### src/rtl/mux_arb_pkg.sv
// Shared types and sizes for the 4-way round-robin data arbiter.
// Latency: n/a (types and constants only).
// Backpressure: n/a.
package mux_arb_pkg;

    localparam int NUM_REQ = 4;
    localparam int DATA_W  = 2;
    localparam int SEL_W   = 2;

    typedef enum logic {
        IDLE = 1'b0,
        BUSY = 1'b1
    } arb_state_t;

    function automatic logic [NUM_REQ-1:0] onehot(input logic [SEL_W-1:0] idx);
        logic [NUM_REQ-1:0] v;
        v      = '0;
        v[idx] = 1'b1;
        return v;
    endfunction

endpackage

### src/rtl/m_mux42.sv
// 4:1 selector of DATA_W-bit words packed into one bus, word i at bits [DATA_W*i +: DATA_W].
// Latency: combinational.
// Backpressure: none.
module m_mux42
    import mux_arb_pkg::*;
(
    input  logic [NUM_REQ*DATA_W-1:0] d,
    input  logic [SEL_W-1:0]          s,
    output logic [DATA_W-1:0]         y
);

    always_comb begin
        y = d[s*DATA_W +: DATA_W];
    end

endmodule

### src/rtl/mux42_rr_arb.sv
// Round-robin grant of one of four requesters; the granted word is held until taken or timed out.
// Latency: out_valid one cycle after req seen in IDLE; at most one transfer per two cycles.
// Backpressure: holds y/sel/gnt while out_ready=0; abandons after TIMEOUT stalled cycles (0 = never).
module mux42_rr_arb
    import mux_arb_pkg::*;
#(
    parameter int unsigned TIMEOUT = 15
) (
    input  logic                      clk,
    input  logic                      rst_n,
    input  logic [NUM_REQ-1:0]        req,
    input  logic [NUM_REQ*DATA_W-1:0] a,
    input  logic                      out_ready,
    output logic                      out_valid,
    output logic [DATA_W-1:0]         y,
    output logic [SEL_W-1:0]          sel,
    output logic [NUM_REQ-1:0]        gnt,
    output logic [NUM_REQ-1:0]        ack,
    output logic                      tmo
);

    localparam bit         TMO_EN   = (TIMEOUT != 0);
    localparam logic [3:0] TMO_LAST = 4'(TIMEOUT - 1);

    arb_state_t        state;
    logic [SEL_W-1:0]  ptr;
    logic [SEL_W-1:0]  nxt_idx;
    logic [SEL_W-1:0]  cand;
    logic [3:0]        cnt;
    logic [DATA_W-1:0] nxt_y;
    logic              xfer;
    logic              tmo_fire;

    // Scan from the highest offset down so the nearest set bit after ptr wins.
    always_comb begin
        nxt_idx = ptr;
        cand    = ptr;
        for (int k = NUM_REQ - 1; k >= 0; k--) begin
            cand = ptr + SEL_W'(k);
            if (req[cand]) begin
                nxt_idx = cand;
            end
        end
    end

    m_mux42 u_mux (
        .d (a),
        .s (nxt_idx),
        .y (nxt_y)
    );

    // cnt counts stalled BUSY cycles already elapsed, so the stall that fires is the TIMEOUT-th.
    assign xfer     = (state == BUSY) && out_ready;
    assign tmo_fire = TMO_EN && (state == BUSY) && !out_ready && (cnt == TMO_LAST);
    assign ack      = xfer ? gnt : '0;
    assign tmo      = tmo_fire;

    always_ff @(posedge clk or negedge rst_n) begin
        if (!rst_n) begin
            state     <= IDLE;
            ptr       <= '0;
            cnt       <= '0;
            y         <= '0;
            sel       <= '0;
            gnt       <= '0;
            out_valid <= 1'b0;
        end else begin
            case (state)
                IDLE: begin
                    if (|req) begin
                        sel       <= nxt_idx;
                        y         <= nxt_y;
                        gnt       <= onehot(nxt_idx);
                        out_valid <= 1'b1;
                        cnt       <= '0;
                        state     <= BUSY;
                    end
                end
                BUSY: begin
                    if (xfer || tmo_fire) begin
                        ptr       <= sel + 1'b1;
                        out_valid <= 1'b0;
                        gnt       <= '0;
                        state     <= IDLE;
                    end else begin
                        cnt <= cnt + 1'b1;
                    end
                end
                default: state <= IDLE;
            endcase
        end
    end

endmodule
### config.mk
export PLATFORM = sky130hd
export DESIGN_NAME = mux42_rr_arb
export DESIGN_NICKNAME = d
export VERILOG_FILES = /design/src/rtl/mux_arb_pkg.sv /design/src/rtl/m_mux42.sv /design/src/rtl/mux42_rr_arb.sv
export SDC_FILE = /design/constraint.sdc
export NUM_CORES = 1
export LEC_CHECK = 0
export ABC_AREA = 1
export CORE_MARGIN = 8
export CORE_UTILIZATION = 45
export DETAILED_ROUTE_END_ITERATION = 10
export GPL_ROUTABILITY_DRIVEN = 0
export GPL_TIMING_DRIVEN = 0
export HOLD_SLACK_MARGIN = 0.06
export PLACE_DENSITY_LB_ADDON = 0.1
export SLEW_MARGIN = 10
export SYNTH_ARGS = -nofsm -noshare
export SYNTH_HDL_FRONTEND = slang
export SYNTH_SLANG_ARGS = --single-unit
### constraint.sdc
create_clock -name clk -period 2.3 [get_ports clk]
set_clock_uncertainty 0.15 [all_clocks]
set_input_delay 0.46 -clock clk [delete_from_list [all_inputs] [get_ports clk]]
set_output_delay 0.46 -clock clk [all_outputs]
set_load 0.01 [all_outputs]
-- Word-level counts from Yosys, hierarchy flattened
Cells that the tools add are included.
- bits in registers: 16
- latch bits: 0
- memory bits (writable): 0
- memory bits (read-only): 0
- output and inout port bits: 14
- word-level logic and storage cells: 62
- memories kept: 0
- add/subtract/negate cells: 5
- multipliers: 0
- div/mod/pow operators: 0
- order comparisons: 6
- equal/unequal tests: 4
- shift-type cells: 1
- muxes and demuxes: 27
- bitwise operators: 1
- reduce and logical (&&, ||, !) cells: 11
- operator list (cell ; number):
    4-bit two-way mux ; 5
    4-bit case mux with 2 select lines ; 2
    2-bit by 3-bit < comparator with 1-bit output (second input constant) ; 5
    1-bit two-way mux ; 9
    1-bit binary-select mux with 2-bit select ; 4
    2-bit two-way mux ; 4
    2-bit AND reduction ; 4
    8-bit by 4-bit indexed part select with 2-bit output ; 1
    2-bit by 1-bit adder with 2-bit output (second input constant) ; 2
    2-bit adder (second input constant) ; 2
    4-bit by 1-bit adder with 4-bit output (second input constant) ; 1
    4-bit equality test (second input constant) ; 1
    1-bit logical AND ; 4
    2-bit != test (second input constant) ; 2
    1-bit case mux with 2 select lines ; 2
    4-bit OR reduction ; 1
    1-bit demux with 2-bit select ; 1
    2-bit by 1-bit greater-or-equal comparator with 1-bit output (second input constant) ; 1
    2-bit by 1-bit != test with 1-bit output (second input constant) ; 1
    1-bit logical NOT ; 1
    1-bit logical OR ; 1
    1-bit inverter ; 1

-- Longest topological paths before layout
- depth after elaboration: 13
- mapped depth: 17
- depth with buffers taken out: 16

-- Hierarchy
Synthesis repeated with hierarchy kept, for this count alone.
- cell total of the unflattened synthesis: 162
- area, all modules: 1097.3 um^2
- modules (own cells, without submodules) (module ; instances ; cells each ; area each (um^2)):
    mux42_rr_arb ; 1 ; 138 ; 1002.2
    m_mux42 ; 1 ; 24 ; 95.1

-- Least setup slack after synthesis
Ideal clock, no wire load.
- path type: flip-flop to flip-flop
- start: reg ptr[0]
- end: reg y[0]
- data arrival time: 1.377 ns
- slack: 0.656 ns
- cell stages (with the launch flop): 18
- buffers on the path: 1
- period minus slack after synthesis: 1.644 ns
- cell sequence: dfrtp_1 -> buf_6 -> inv_8 -> nand2_1 -> nand2_1 -> nand2_1 -> nand2_1 -> nand2_2 -> nand2_4 -> nand2_4 -> nand2_4 -> nand2_4 -> nand2_1 -> nand2_1 -> nand2_1 -> nand2_1 -> nand2_1 -> nand2_1
- longest elaborated chain between the ends: 8
- ends and longest elaborated chain (item ; line ; text):
    from (decl) ; mux42_rr_arb.sv:26 ; logic [SEL_W-1:0] ptr;
    from (signal assigned) ; mux42_rr_arb.sv:81 ; ptr <= sel + 1'b1;
    2-bit adder ; mux42_rr_arb.sv:39 ; cand = ptr + SEL_W'(k);
    1-bit binary-select mux with 2-bit select ; mux42_rr_arb.sv:40 ; if (req[cand]) begin
    1-bit two-way mux (not written as such) ; mux42_rr_arb.sv:40 ;
    2-bit two-way mux (3 in a row) ; mux42_rr_arb.sv:40 ;
    2-bit two-way mux * ; mux42_rr_arb.sv:40 ;
    8-bit by 4-bit indexed part select with 2-bit output * ; m_mux42.sv:13 ; y = d[s*DATA_W +: DATA_W];
    to (signal assigned) ; mux42_rr_arb.sv:72 ; y <= nxt_y;
    to (decl) ; mux42_rr_arb.sv:15 ; output logic [DATA_W-1:0] y,
Every way passes the cells marked *; elsewhere a longest branch is shown, timed or not. The select of a mux whose other input is x is not followed.
A chain may end at the register's enable or synchronous reset.

-- Final worst setup path
- start: in out_ready
- end: out ack[2]
- longest elaborated chain between the ends: 2
- ends and longest elaborated chain (item ; line ; text):
    from (decl) ; mux42_rr_arb.sv:13 ; input logic out_ready,
    1-bit logical AND ; mux42_rr_arb.sv:53 ; assign xfer = (state == BUSY) && out_ready;
    4-bit two-way mux ; mux42_rr_arb.sv:55 ; assign ack = xfer ? gnt : '0;
    to (decl) ; mux42_rr_arb.sv:18 ; output logic [NUM_REQ-1:0] ack,
No other way between the ends.

==> results.toml <==
[floorplanning]
dieArea_sq_mm = 0.00408
rows = 17
core_sq_mm = 0.00219
ioPinCount = 29
die_height_um = 63.9
initial_core_util = 0.471
dieWidth_um = 63.9

[power]
clockPowerShare = 0.080
max-vdd-ir-drop_mv = 0.750
p_sw_frac = 0.492
p_seq_frac = 0.265
p_leak_nw = 0.721
power.internal_w = 0.000940
switchingPower_w = 0.000910
combPwrFrac = 0.656
p_per_area_mw_per_mm2 = 1360

[cells_and_area]
fin_nets = 193
final_layout_size_suffix_gt1_frac = 0.121
fill_cells = 204
syn_to_final_growth_pct = 32.1
antenna_cells = 0
fin_util = 0.623

[global_route]
grt_usage = 0.120
grt_max_degree = 17
grt_pass1_wl_um = 4100
grt-ovfl-total = 0
grt_pass1_vias = 972
grt_antenna_before_repair = 0

[sta]
min_period_over_period = 0.915
hold_viol = 0
setup_ws_ps = 196
rsz0062_at_grt = "no"
maxSlewViolCount = 0
period_minus_slack_ps = 2100
tightest_slew_ps = 689
relSlewSlack = 0.539
setup_viol_count_final = 0
fmax_mhz = 475

[yosys]
syn_inst = 143
synth_warnings = 0
ys_ff_latch = 16
synth-edff-count = 0
syn_nets = 160
ys_async_sr_fraction = 1.00
ys.flop_type = "dfrtp_1"
ys_types = 23
synth.cell_area_sq_mm = 0.00103
avgSynthCellArea_sq_um = 7.22
ys_seq_area_frac = 0.388

[clock_network]
cts-root-buf = "clkbuf_4"
cts_max_level = 1
cts_sinks = 16
cts_tree = "yes"
numCtsBuffers = 3
clkLatencyLatePin_ps = 290
clk_pin_slew_ps = 90
clock_path_buffers = 2

[drt]
vias = 982
drc = 0
wl_per_cell_um = 11.9
post_drt_via_cell_ratio = 4.86
drtPass1Iterations = 4
wl_um = 2390
drtIter0Drc = 24
ant_nets = 0

[setup_path]
worst-endpoint-required_ps = 1690
crit_fanout = 5
cp-start-kind = "input port"
cp.arrival_ps = 1490
crit_type = "in -> out"
endpoint_kind = "primary output"

[placed_design]
hpwl_um = 1960
dp_slack_ps = -89.9
io_buffers = 28

[flow_run]
cap_violations = 0

[hold_path]
hold_class = "reg -> reg"

[outcome]
status = "complete, no violations"
[worst max-delay path: stages]
cell and delay [ps]:
clkdlybuf4s50_1 490, nand2_1 140, nor2_1 120, dlygate4sd2_1 280
[through the flow]
| step | instances | hold WS, ps | setup TNS, ps | power [W] | cell area, sq um |
|---|---|---|---|---|---|
| after CTS | 202 | 347 | 0 | 0.00187 | 1360 |
| after detailed placement | 199 | 314 | -302 | 0.00173 | 1350 |
| after global placement | 199 | 317 | -220 | 0.00169 | 1350 |
| after global routing | 202 | 380 | 0 | 0.00204 | 1360 |
| after floorplan | 143 | 14.4 | 0 | 0.00137 | 1030 |
| final | 202 | 340 | 0 | 0.00185 | 1360 |
[worst paths after layout]
path / from / to / depth (start not counted) / slack (ps)
worst min-delay path: y[1] / y[1] / 2 / 340
worst min register to register: y[1] / y[1] / 2 / 340
worst max register to register: cnt[0] / cnt[2] / 10 / 450
worst max-delay path: out_ready / ack[2] / 4 / 200
max in group asynchronous: rst_n / cnt[3] / 1 / 1130
min in group asynchronous: rst_n / cnt[2] / 1 / 430
[power by group through the flow]
| stage | sequential, W | clock (W) | combinational (W) |
|---|---|---|---|
| final | 0.000490 | 0.000147 | 0.00121 |
| after CTS | 0.000491 | 0.000151 | 0.00123 |
| after global placement | 0.000488 | 0 | 0.00121 |
| after global routing | 0.000505 | 0.000160 | 0.00138 |
| after detailed placement | 0.000496 | 0 | 0.00123 |
| after floorplan | 0.000509 | 0 | 0.000865 |
[state kept, by name, summed over array words and instances (netlist names)]
name,cells
y,2
cnt,4
ptr,2
sel,2
gnt,4
state,1
out_valid,1
[cell usage after synthesis, types with 2 or more instances]
cell type	number	area, sq um
dfrtp_1	16	400
nand2_4	4	45.0
nand3_1	16	80.1
inv_1	20	75.1
a21oi_1	2	10.0
nand2_2	5	31.3
o21ai_0	8	40.0
o22ai_1	3	18.8
nand2_1	46	173
nor2_1	5	18.8
inv_2	4	15.0
ha_1	2	25.0
nor3_1	2	10.0
[placed cells by master (no fill, tap or decap), types with 4 or more instances in the layout]
master	instances
dfrtp_1	16
dlygate4sd2_1	5
nand2_2	5
nand3_1	16
inv_2	4
inv_1	20
o21ai_0	8
nand2_4	4
nand2_1	46
nor2_1	5
clkdlybuf4s50_1	23
[cell type report]
class	count	area, sq um	share of cell area
Timing Repair Buffer	28	274	0.201
Buffer	1	11.3	0.00826
Clock buffer	3	22.5	0.0165
Multi-Input combinational cell	101	519	0.381
Tap cell	28	35.0	0.0257
Sequential cell	16	400	0.294
Inverter	25	101	0.0743
[routing by layer]
| layer | global-route usage | wire, um | up-vias |
|---|---|---|---|
| li1 | - | - | 513 |
| met1 | 0.125 | 1010 | 443 |
| met2 | 0.216 | 1210 | 19 |
| met3 | 0.0261 | 101 | 7 |
| met4 | 0.0696 | 68 | 0 |
| met5 | 0 | 0 | - |
[cells by family after synthesis]
logic type / after synthesis / share of synthesized area
XOR/XNOR: 1 / 0.00849
AO/OA/AOI/OAI: 15 / 0.0824
flip-flops: 16 / 0.388
adder cells (fa/ha/maj): 2 / 0.0242
buffers and inverters: 26 / 0.109
AND/OR/NAND/NOR: 83 / 0.388
[what timing repair did]
action,CTS,global route
endpoints found under the setup margin,5,0
gates resized for setup,5,0
hold buffers,0,0
buffers inserted,0,0
Note: power is estimated with default switching activity, not from simulation.
